$ cat src/rtl/register_file_pkg.sv
// Shared definitions for the register file controller.
//   op_t      : request opcodes carried on req_op
//   state_t   : controller FSM states (also exported on the debug port)
//   BANK_REGS : registers per interrupt-level bank
//   pair_reg  : register index of the high or low byte of a register pair
package register_file_pkg;

  typedef enum logic [1:0] {
    OP_READ  = 2'd0,
    OP_WRITE = 2'd1,
    OP_COPY  = 2'd2,
    OP_CLEAR = 2'd3
  } op_t;

  typedef enum logic [3:0] {
    IDLE    = 4'd0,
    RD_A    = 4'd1,
    RD_B    = 4'd2,
    RD_WAIT = 4'd3,
    WR_A    = 4'd4,
    WR_B    = 4'd5,
    CLR     = 4'd6,
    COPY_RD = 4'd7,
    COPY_WR = 4'd8,
    RESP    = 4'd9
  } state_t;

  localparam int BANK_REGS = 16;

  // With hi_even set the high byte lives at the even register of the pair;
  // clearing it swaps the roles, so bit 0 is simply want_hi XOR hi_even.
  function automatic logic [3:0] pair_reg(input logic [3:0] r,
                                          input logic       want_hi,
                                          input logic       hi_even);
    return {r[3:1], want_hi ^ hi_even};
  endfunction

endpackage

$ cat src/rtl/register_file_ctrl_if.sv
// Request/response bus between the CPU microsequencer and the register
// file controller.
//   req_valid/req_ready : request handshake
//   req_op, req_wide, req_level, req_reg, req_wdata : request fields
//   rsp_valid, rsp_rdata : one-cycle completion pulse and read data
//
// Handshake: a request transfers on a clock edge where req_valid and
// req_ready are both high. The master holds req_valid and all request
// fields stable until that edge and must not make req_valid depend on
// req_ready. rsp_valid is a single-cycle pulse with no back-pressure;
// rsp_rdata is meaningful only while rsp_valid is high.
interface register_file_ctrl_if;
  import register_file_pkg::*;

  logic        req_valid;
  logic        req_ready;
  op_t         req_op;
  logic        req_wide;
  logic [3:0]  req_level;
  logic [3:0]  req_reg;
  logic [15:0] req_wdata;
  logic        rsp_valid;
  logic [15:0] rsp_rdata;

  modport master (
    output req_valid, req_op, req_wide, req_level, req_reg, req_wdata,
    input  req_ready, rsp_valid, rsp_rdata
  );

  modport slave (
    input  req_valid, req_op, req_wide, req_level, req_reg, req_wdata,
    output req_ready, rsp_valid, rsp_rdata
  );

endinterface

$ cat src/rtl/register_file_ctrl.sv
// Client-side controller for the 256x8 register file RAM (16 banks of 16
// byte registers, 1-cycle registered read). Serves byte and pair
// reads/writes plus whole-bank copy and clear, one request at a time.
// Ports:
//   clock, reset_n : system clock, asynchronous active-low reset
//   bus            : request/response interface (slave side)
//   ram_address, ram_write_en, ram_data_in : RAM control/write pins
//   ram_data_out   : RAM registered read data
//   state_dbg      : current FSM state, for observation only
module register_file_ctrl
  import register_file_pkg::*;
#(
  parameter logic [7:0] CLEAR_VALUE  = 8'h00,
  parameter bit         PAIR_HI_EVEN = 1'b1
) (
  input  logic                 clock,
  input  logic                 reset_n,
  register_file_ctrl_if.slave  bus,
  output logic [7:0]           ram_address,
  output logic                 ram_write_en,
  output logic [7:0]           ram_data_in,
  input  logic [7:0]           ram_data_out,
  output state_t               state_dbg
);

  state_t      state_q, state_d;
  logic        wide_q;
  logic [3:0]  level_q;
  logic [3:0]  reg_q;
  logic [15:0] wdata_q;
  logic [3:0]  idx_q;
  logic [15:0] rdata_q;

  logic [3:0]  hi_reg, lo_reg, first_reg;

  assign hi_reg    = pair_reg(reg_q, 1'b1, PAIR_HI_EVEN);
  assign lo_reg    = pair_reg(reg_q, 1'b0, PAIR_HI_EVEN);
  assign first_reg = wide_q ? hi_reg : reg_q;

  assign state_dbg     = state_q;
  assign bus.req_ready = (state_q == IDLE);
  assign bus.rsp_valid = (state_q == RESP);
  assign bus.rsp_rdata = (state_q == RESP) ? rdata_q : 16'h0000;

  // Next-state logic.
  always_comb begin
    state_d = state_q;
    case (state_q)
      IDLE: begin
        if (bus.req_valid) begin
          case (bus.req_op)
            OP_READ:  state_d = RD_A;
            OP_WRITE: state_d = WR_A;
            OP_COPY:  state_d = COPY_RD;
            default:  state_d = CLR;
          endcase
        end
      end
      RD_A:    state_d = wide_q ? RD_B : RD_WAIT;
      RD_B:    state_d = RD_WAIT;
      RD_WAIT: state_d = RESP;
      WR_A:    state_d = wide_q ? WR_B : RESP;
      WR_B:    state_d = RESP;
      CLR:     state_d = (idx_q == 4'd15) ? RESP : CLR;
      COPY_RD: state_d = COPY_WR;
      COPY_WR: state_d = (idx_q == 4'd15) ? RESP : COPY_RD;
      RESP:    state_d = IDLE;
      default: state_d = IDLE;
    endcase
  end

  // RAM pin decode. Everything depends on registered state only, except
  // the copy write data, which forwards the value the RAM read out for
  // the preceding COPY_RD cycle.
  always_comb begin
    ram_address  = 8'h00;
    ram_write_en = 1'b0;
    ram_data_in  = 8'h00;
    case (state_q)
      RD_A:    ram_address = {level_q, first_reg};
      RD_B:    ram_address = {level_q, lo_reg};
      WR_A: begin
        ram_address  = {level_q, first_reg};
        ram_write_en = 1'b1;
        ram_data_in  = wide_q ? wdata_q[15:8] : wdata_q[7:0];
      end
      WR_B: begin
        ram_address  = {level_q, lo_reg};
        ram_write_en = 1'b1;
        ram_data_in  = wdata_q[7:0];
      end
      CLR: begin
        ram_address  = {level_q, idx_q};
        ram_write_en = 1'b1;
        ram_data_in  = CLEAR_VALUE;
      end
      COPY_RD: ram_address = {level_q, idx_q};
      COPY_WR: begin
        ram_address  = {wdata_q[3:0], idx_q};
        ram_write_en = 1'b1;
        ram_data_in  = ram_data_out;
      end
      default: ;
    endcase
  end

  always_ff @(posedge clock or negedge reset_n) begin
    if (!reset_n) begin
      state_q <= IDLE;
      wide_q  <= 1'b0;
      level_q <= 4'h0;
      reg_q   <= 4'h0;
      wdata_q <= 16'h0000;
      idx_q   <= 4'h0;
      rdata_q <= 16'h0000;
    end else begin
      state_q <= state_d;
      if (state_q == IDLE && bus.req_valid) begin
        wide_q  <= bus.req_wide;
        level_q <= bus.req_level;
        reg_q   <= bus.req_reg;
        wdata_q <= bus.req_wdata;
        idx_q   <= 4'h0;
        rdata_q <= 16'h0000;
      end
      // The index wraps 15 -> 0 on the final bank cycle.
      if (state_q == CLR || state_q == COPY_WR) begin
        idx_q <= idx_q + 4'd1;
      end
      // RAM output lags the address by one cycle: in RD_B it holds the
      // high byte addressed in RD_A, in RD_WAIT the low (or only) byte.
      if (state_q == RD_B) begin
        rdata_q[15:8] <= ram_data_out;
      end
      if (state_q == RD_WAIT) begin
        rdata_q[7:0] <= ram_data_out;
      end
    end
  end

endmodule

$ cat src/flat_wrapper.sv
// flat-port wrapper written by rule: the top's interface ports become plain ports
module register_file_ctrl_flat import register_file_pkg::*;
#(
  parameter logic [7:0] CLEAR_VALUE  = 8'h00,
  parameter bit         PAIR_HI_EVEN = 1'b1
)
  (clock, reset_n, ram_address, ram_write_en, ram_data_in, ram_data_out, state_dbg, bus_req_valid, bus_req_op, bus_req_wide, bus_req_level, bus_req_reg, bus_req_wdata, bus_req_ready, bus_rsp_valid, bus_rsp_rdata);
  register_file_ctrl_if bus_i ();
  input  logic clock;
  input  logic reset_n;
  output logic [7:0] ram_address;
  output logic ram_write_en;
  output logic [7:0] ram_data_in;
  input  logic [7:0] ram_data_out;
  output state_t state_dbg;
  input wire logic [$bits(bus_i.req_valid)-1:0] bus_req_valid;
  input wire logic [$bits(bus_i.req_op)-1:0] bus_req_op;
  input wire logic [$bits(bus_i.req_wide)-1:0] bus_req_wide;
  input wire logic [$bits(bus_i.req_level)-1:0] bus_req_level;
  input wire logic [$bits(bus_i.req_reg)-1:0] bus_req_reg;
  input wire logic [$bits(bus_i.req_wdata)-1:0] bus_req_wdata;
  output wire logic [$bits(bus_i.req_ready)-1:0] bus_req_ready;
  output wire logic [$bits(bus_i.rsp_valid)-1:0] bus_rsp_valid;
  output wire logic [$bits(bus_i.rsp_rdata)-1:0] bus_rsp_rdata;
  assign bus_i.req_valid = bus_req_valid;
  assign bus_i.req_op = bus_req_op;
  assign bus_i.req_wide = bus_req_wide;
  assign bus_i.req_level = bus_req_level;
  assign bus_i.req_reg = bus_req_reg;
  assign bus_i.req_wdata = bus_req_wdata;
  assign bus_req_ready = bus_i.req_ready;
  assign bus_rsp_valid = bus_i.rsp_valid;
  assign bus_rsp_rdata = bus_i.rsp_rdata;
  register_file_ctrl #(.CLEAR_VALUE(CLEAR_VALUE), .PAIR_HI_EVEN(PAIR_HI_EVEN)) u_core (.clock(clock), .reset_n(reset_n), .bus(bus_i), .ram_address(ram_address), .ram_write_en(ram_write_en), .ram_data_in(ram_data_in), .ram_data_out(ram_data_out), .state_dbg(state_dbg));
endmodule
$ cat config.mk
export PLATFORM = sky130hd
export DESIGN_NAME = register_file_ctrl_flat
export DESIGN_NICKNAME = d
export VERILOG_FILES = /design/src/rtl/register_file_pkg.sv /design/src/rtl/register_file_ctrl_if.sv /design/src/rtl/register_file_ctrl.sv /design/src/flat_wrapper.sv
export SDC_FILE = /design/constraint.sdc
export NUM_CORES = 1
export LEC_CHECK = 0
export BUFFER_PORTS_ARGS = -buffer_cell sky130_fd_sc_hd__clkbuf_2
export CAP_MARGIN = 10
export CORE_ASPECT_RATIO = 0.75
export CORE_MARGIN = 4
export CORE_UTILIZATION = 45
export CTS_BUF_LIST = sky130_fd_sc_hd__clkbuf_8
export CTS_CLUSTER_DIAMETER = 150
export DETAILED_ROUTE_END_ITERATION = 8
export GPL_TIMING_DRIVEN = 0
export PLACE_DENSITY = 0.71
export SYNTH_ARGS = -nofsm -noshare
export SYNTH_HDL_FRONTEND = slang
export SYNTH_SLANG_ARGS = --single-unit
$ cat constraint.sdc
create_clock -name clock -period 1.8 [get_ports clock]
set_input_delay 0.18 -clock clock [delete_from_list [all_inputs] [get_ports clock]]
set_output_delay 0.18 -clock clock [all_outputs]
set_load 0.1 [all_outputs]
* Word-level counts from Yosys, hierarchy flattened
Index checks and enable logic that the tools add are counted.
Storage, ports and cells: flip-flop bits (word level) 49, latch bits 0, bits in writable memories 0, ROM bits 0, bits of input ports 38, logic and storage cells 52, memories 0
Operators by class: add/subtract/negate cells 1, $mul 0, divide/modulo/power cells 0, $lt $le $gt $ge 0, equal/unequal tests 13, shift-type cells 0, mux-type cells 18, bitwise logic cells 0, reduce and logical (&&, ||, !) cells 12
Operator list (count):
- 16-bit 2-to-1 mux | 2
- 4-bit one-hot mux with 8 select lines | 1
- 8-bit one-hot mux with 4 select lines | 1
- 4-bit 2-to-1 mux | 6
- 8-bit 2-to-1 mux | 3
- 8-bit one-hot mux with 3 select lines | 1
- 4-bit by 3-bit == test with 1-bit output (second input constant) | 4
- 4-bit == test (second input constant) | 3
- 3-bit one-hot mux with 3 select lines | 1
- 4-bit by 2-bit == test with 1-bit output (second input constant) | 2
- 2-bit OR reduction | 4
- 2-bit nonzero test | 3
- 4-bit by 1-bit adder with 4-bit output (second input constant) | 1
- 4-bit by 1-bit == test with 1-bit output (second input constant) | 1
- 4-bit zero test | 1
- 4-bit OR reduction | 1
- 1-bit 2-to-1 mux | 3
- 2-bit by 1-bit == test with 1-bit output (second input constant) | 1
- 2-bit == test (second input constant) | 1
- 2-bit zero test | 1
- 2-bit inequality test (second input constant) | 1
- 1-bit logical AND | 1
- 1-bit logical OR | 1

* Depth between registers and ports, before layout
depth in word-level cells 4, depth in mapped cells 7

* Worst setup path after synthesis
OpenSTA, ideal clock, no wires.
path type register to output, from register u_core.state_q[1] (netlist: u_core.state_dbg[1]), to output port ram_address[1], arrival time 3.855 ns, slack -2.235 ns, stages on the path, launching flop included 5, buffers on the path 2, cell sequence dfrtp_1 > buf_2 > clkbuf_1 > a21oi_1 > o21ai_0
Between the ends: longest elaborated chain between the ends 3, elaborated cells on any way between the ends 11, those cells by class eq/ne: 7; mux: 1; reduce/logical: 3
Ends and longest elaborated chain:
- start, declared | RTL line register_file_ctrl.sv:26 | state_t state_q, state_d;
- start signal, assigned | RTL line register_file_ctrl.sv:117 | state_q <= state_d;
- 4-bit by 3-bit == test with 1-bit output (tied with other cells) | RTL line register_file_ctrl.sv:79 | case (state_q)
- 2-bit OR reduction (no source line)
- 8-bit one-hot mux with 4 select lines (*) | RTL line register_file_ctrl.sv:79
- end, declared | RTL line flat_wrapper.sv:11 | output logic [7:0] ram_address;
Mark *: on every way between the ends. The rest lies on a longest branch, timed or not.

* Worst setup path after layout
from register u_core.state_q[3] (netlist: u_core.state_dbg[3]), to output port ram_data_in[1]
Between the ends: longest elaborated chain between the ends 2, elaborated cells on any way between the ends 4, those cells by class eq/ne: 3; mux: 1
Ends and longest elaborated chain:
- 4-bit == test / 4-bit by 3-bit == test with 1-bit output (equally long branches) | RTL line register_file_ctrl.sv:79
- 8-bit one-hot mux with 3 select lines (*) | RTL line register_file_ctrl.sv:79
- end, declared | RTL line flat_wrapper.sv:13 | output logic [7:0] ram_data_in;
Marks and branches as above.

==> impl_metrics.ini <==
[power]
p_int_w = 0.00506
pwr-share-seq_pct = 20.6
power_density_mw_per_mm2 = 2040
swShare_pct = 50.4
ir_worst_vdd_uv = 1660
clkPwrFrac_pct = 8.3
p_switching_w = 0.00515
p_comb_share_pct = 71.1
p_leak_nw = 2.41

[cts]
clock_sinks = 49
numCtsBuffers = 5
cts_tree = done
htree_levels = 2
cts_root_buf = clkbuf_8
clock_latency_ps = 320
clk_pin_slew_ps = 100
clk_path_buf_depth = 2

[detailed_routing]
routed_wl_mm = 11.7
firstDrtPassIters = 9
drt_iter0_markers = 353
wl_per_cell_um = 23.8
detail_route.vias_per_cell = 6.21
postRouteAntennaNets = 0
drt_drc_violations_left = 0
vias = 3045

[yosys]
syn-instance-count = 285
synth_warnings = 0
synthArstFlopShare_pct = 100
synth_seq_cells = 49
netlist_area_mm2 = 0.00265
synth.top_cells.by_area = dfrtp_1 46%, nand2_1 12%, a22o_1 6.3%
yosysMostFrequentCell = nand2_1
yosys.area.top_type = dfrtp_1
syn-num-nets = 324
synth_common_cells = 83 x nand2_1, 49 x dfrtp_1, 19 x a22o_1
synth_edf_count = 0
synth_top_cell_area_share_pct = 46.2
synth_ff_type = dfrtp_1
ys_types = 47
ys_seq_area_share_pct = 46.2
avgSynthCellArea_um2 = 9.31

[floorplan]
start_util_pct = 48.0
die_height_um = 74.5
die_area_mm2 = 0.00720
core-area_mm2 = 0.00553
rows = 23
die_x_um = 96.7
ioPinCount = 77

[worst_setup_path]
worst_setup_path_start_kind = flop
cp_max_fo = 6
cp_common_cell = buf_6
endpoint_kind = primary output
worstPathArrival_ps = 2020
slowest_stage = dfrtp_4
crit_type = flop to primary output
crit_family = buffers and inverters
slowest_delay_ps = 490
cp.required_ps = 1620
cp.buffers_inverters = 4
crit_chain = buf_6 -> nand2b_4 -> nor3_4 -> buf_6 -> a222oi_1 -> inv_2 -> clkbuf_16

[sta]
rsz0062_at_grt = true
fmax_mhz = 455
hold_violations = 0
worst_slew_pin_slew_ps = 674
fin_crit_sh_pct = 122
post-route-min-period_ps = 2200
skew_ps = 9.77
tns_ps = -11500
max_slew_margin_pct = 53.9
setup_viol = 66
finalWorstSetupSlack_ps = -397
drv_slew = 0

[cells_and_area]
fin_cells = 490
nFillCells = 201
drive_above_1_share_pct = 55.7
area_delta_synth_final_pct = 88.6
nNetsFinal = 453
diodes = 0
multiInputGateArea_mm2 = 0.00166
regArea_mm2 = 0.00124

[global_route]
grt_overflow = 0
grt_use_total_pct = 25.6
grt_max_degree = 50
grt_pass1_wl_mm = 14.4
grt_pass1_vias = 2705
antenna_found_initial = 0

[placed_design]
dpl.cell_count = 436
gp_congestion = 0.811
detailed_place_hpwl_mm = 5.34
numPortBuffers = 76

[run_status]
violations = negative setup slack
status = finished with violations

[flow_run]
max-cap-violations = 0

[worst_hold_path]
worstHoldPathType = input port to flop
-- cell families after synthesis --
| kind of cell | count (synthesis) | share of synthesized area (%) |
|---|---|---|
| buf+inv | 29 | 5.56 |
| compound gates | 65 | 19.5 |
| fa+ha+maj | 2 | 0.849 |
| mux | 3 | 1.79 |
| simple gates | 137 | 26.1 |
| flops | 49 | 46.2 |
-- per-layer routing --
metal	vias to the layer above	track usage, %	share of wire, %
met5	-	0	0
li1	1257	-	-
met2	235	44.0	50
met4	0	7.48	3.0
met1	1501	32.5	38
met3	52	6.94	9.1
-- sequential cells by signal, summed over array words and instances (netlist names) --
signal            cells
u_core.wdata_q       16
u_core.idx_q          4
u_core.rdata_q       16
u_core.state_dbg      4
u_core.level_q        4
u_core.wide_q         1
u_core.reg_q          4
-- tightest hold or removal path, delay by kind of cell --
family | cells | cell delay, ps
buffers and inverters | 1 | 70
and+or+nand+nor | 2 | 80
-- worst paths after layout --
kind	to	startpoint	cells past startpoint	slack, ps
worst max-delay path	ram_data_in[1]	u_core.state_dbg[3]	7	-400
worst min-delay path	u_core.wdata_q[1]	bus_req_wdata[1]	3	50
worst max register to register	u_core.rdata_q[13]	u_core.state_dbg[0]	8	-110
worst min register to register	u_core.wdata_q[6]	u_core.wdata_q[6]	2	500
max in group asynchronous	u_core.state_dbg[3]	reset_n	3	1040
min in group asynchronous	u_core.reg_q[0]	reset_n	2	250
-- what timing repair did --
item / in CTS / in global routing
gates cloned: 1 / 6
setup buffers: 16 / 24
hold endpoints to repair: 0 / 8
gates resized for setup: 142 / 54
endpoints found under the setup margin: 35 / 75
pin swaps: 13 / 30
hold buffers: 0 / 1
-- metrics by stage --
step | hold WS (ps) | util, % | total power (W) | area (um^2) | setup WS [ps]
final | 45.4 | 90.6 | 0.0102 | 5000 | -397
after global routing | 47.4 | 90.6 | 0.0105 | 5000 | -462
after CTS | 49.5 | 80.9 | 0.00893 | 4470 | -336
after detailed placement | 372 | 60.9 | 0.00670 | 3360 | -486
after global placement | 370 | 60.9 | 0.00662 | 3360 | -456
after floorplan | -116 | - | 0.00587 | 2890 | -810
-- power by group through the flow --
stage | sequential, W | combinational (W) | clock, W
after floorplan | 0.00215 | 0.00373 | 0
after global placement | 0.00196 | 0.00465 | 0
after detailed placement | 0.00199 | 0.00471 | 0
after CTS | 0.00198 | 0.00612 | 0.000824
after global routing | 0.00213 | 0.00750 | 0.000877
final | 0.00210 | 0.00726 | 0.000848
-- placed cells by master (no fill, tap or decap), types with 5 or more instances in the layout --
master and instances:
buf_6 16, buf_8 5, nand2_1 69, inv_2 8, a22o_1 19, buf_12 8, buf_4 25, nand3_1 6
nand2_4 5, clkbuf_16 40, o21a_1 5, a222oi_1 8, nand2_2 8, clkbuf_8 7, dfrtp_1 45, nor2_4 5
clkbuf_2 40, and2_4 17
-- final cells by class --
cell class | instances | share of cell area [%]
Clock buffer | 6 | 1.65
Multi-Input combinational cell | 207 | 33.1
Clock inverter | 2 | 0.675
Tap cell | 75 | 1.88
Buffer | 19 | 4.60
Inverter | 9 | 0.825
Sequential cell | 49 | 24.8
Timing Repair Buffer | 123 | 32.5
(Power assumes the default switching activity.)
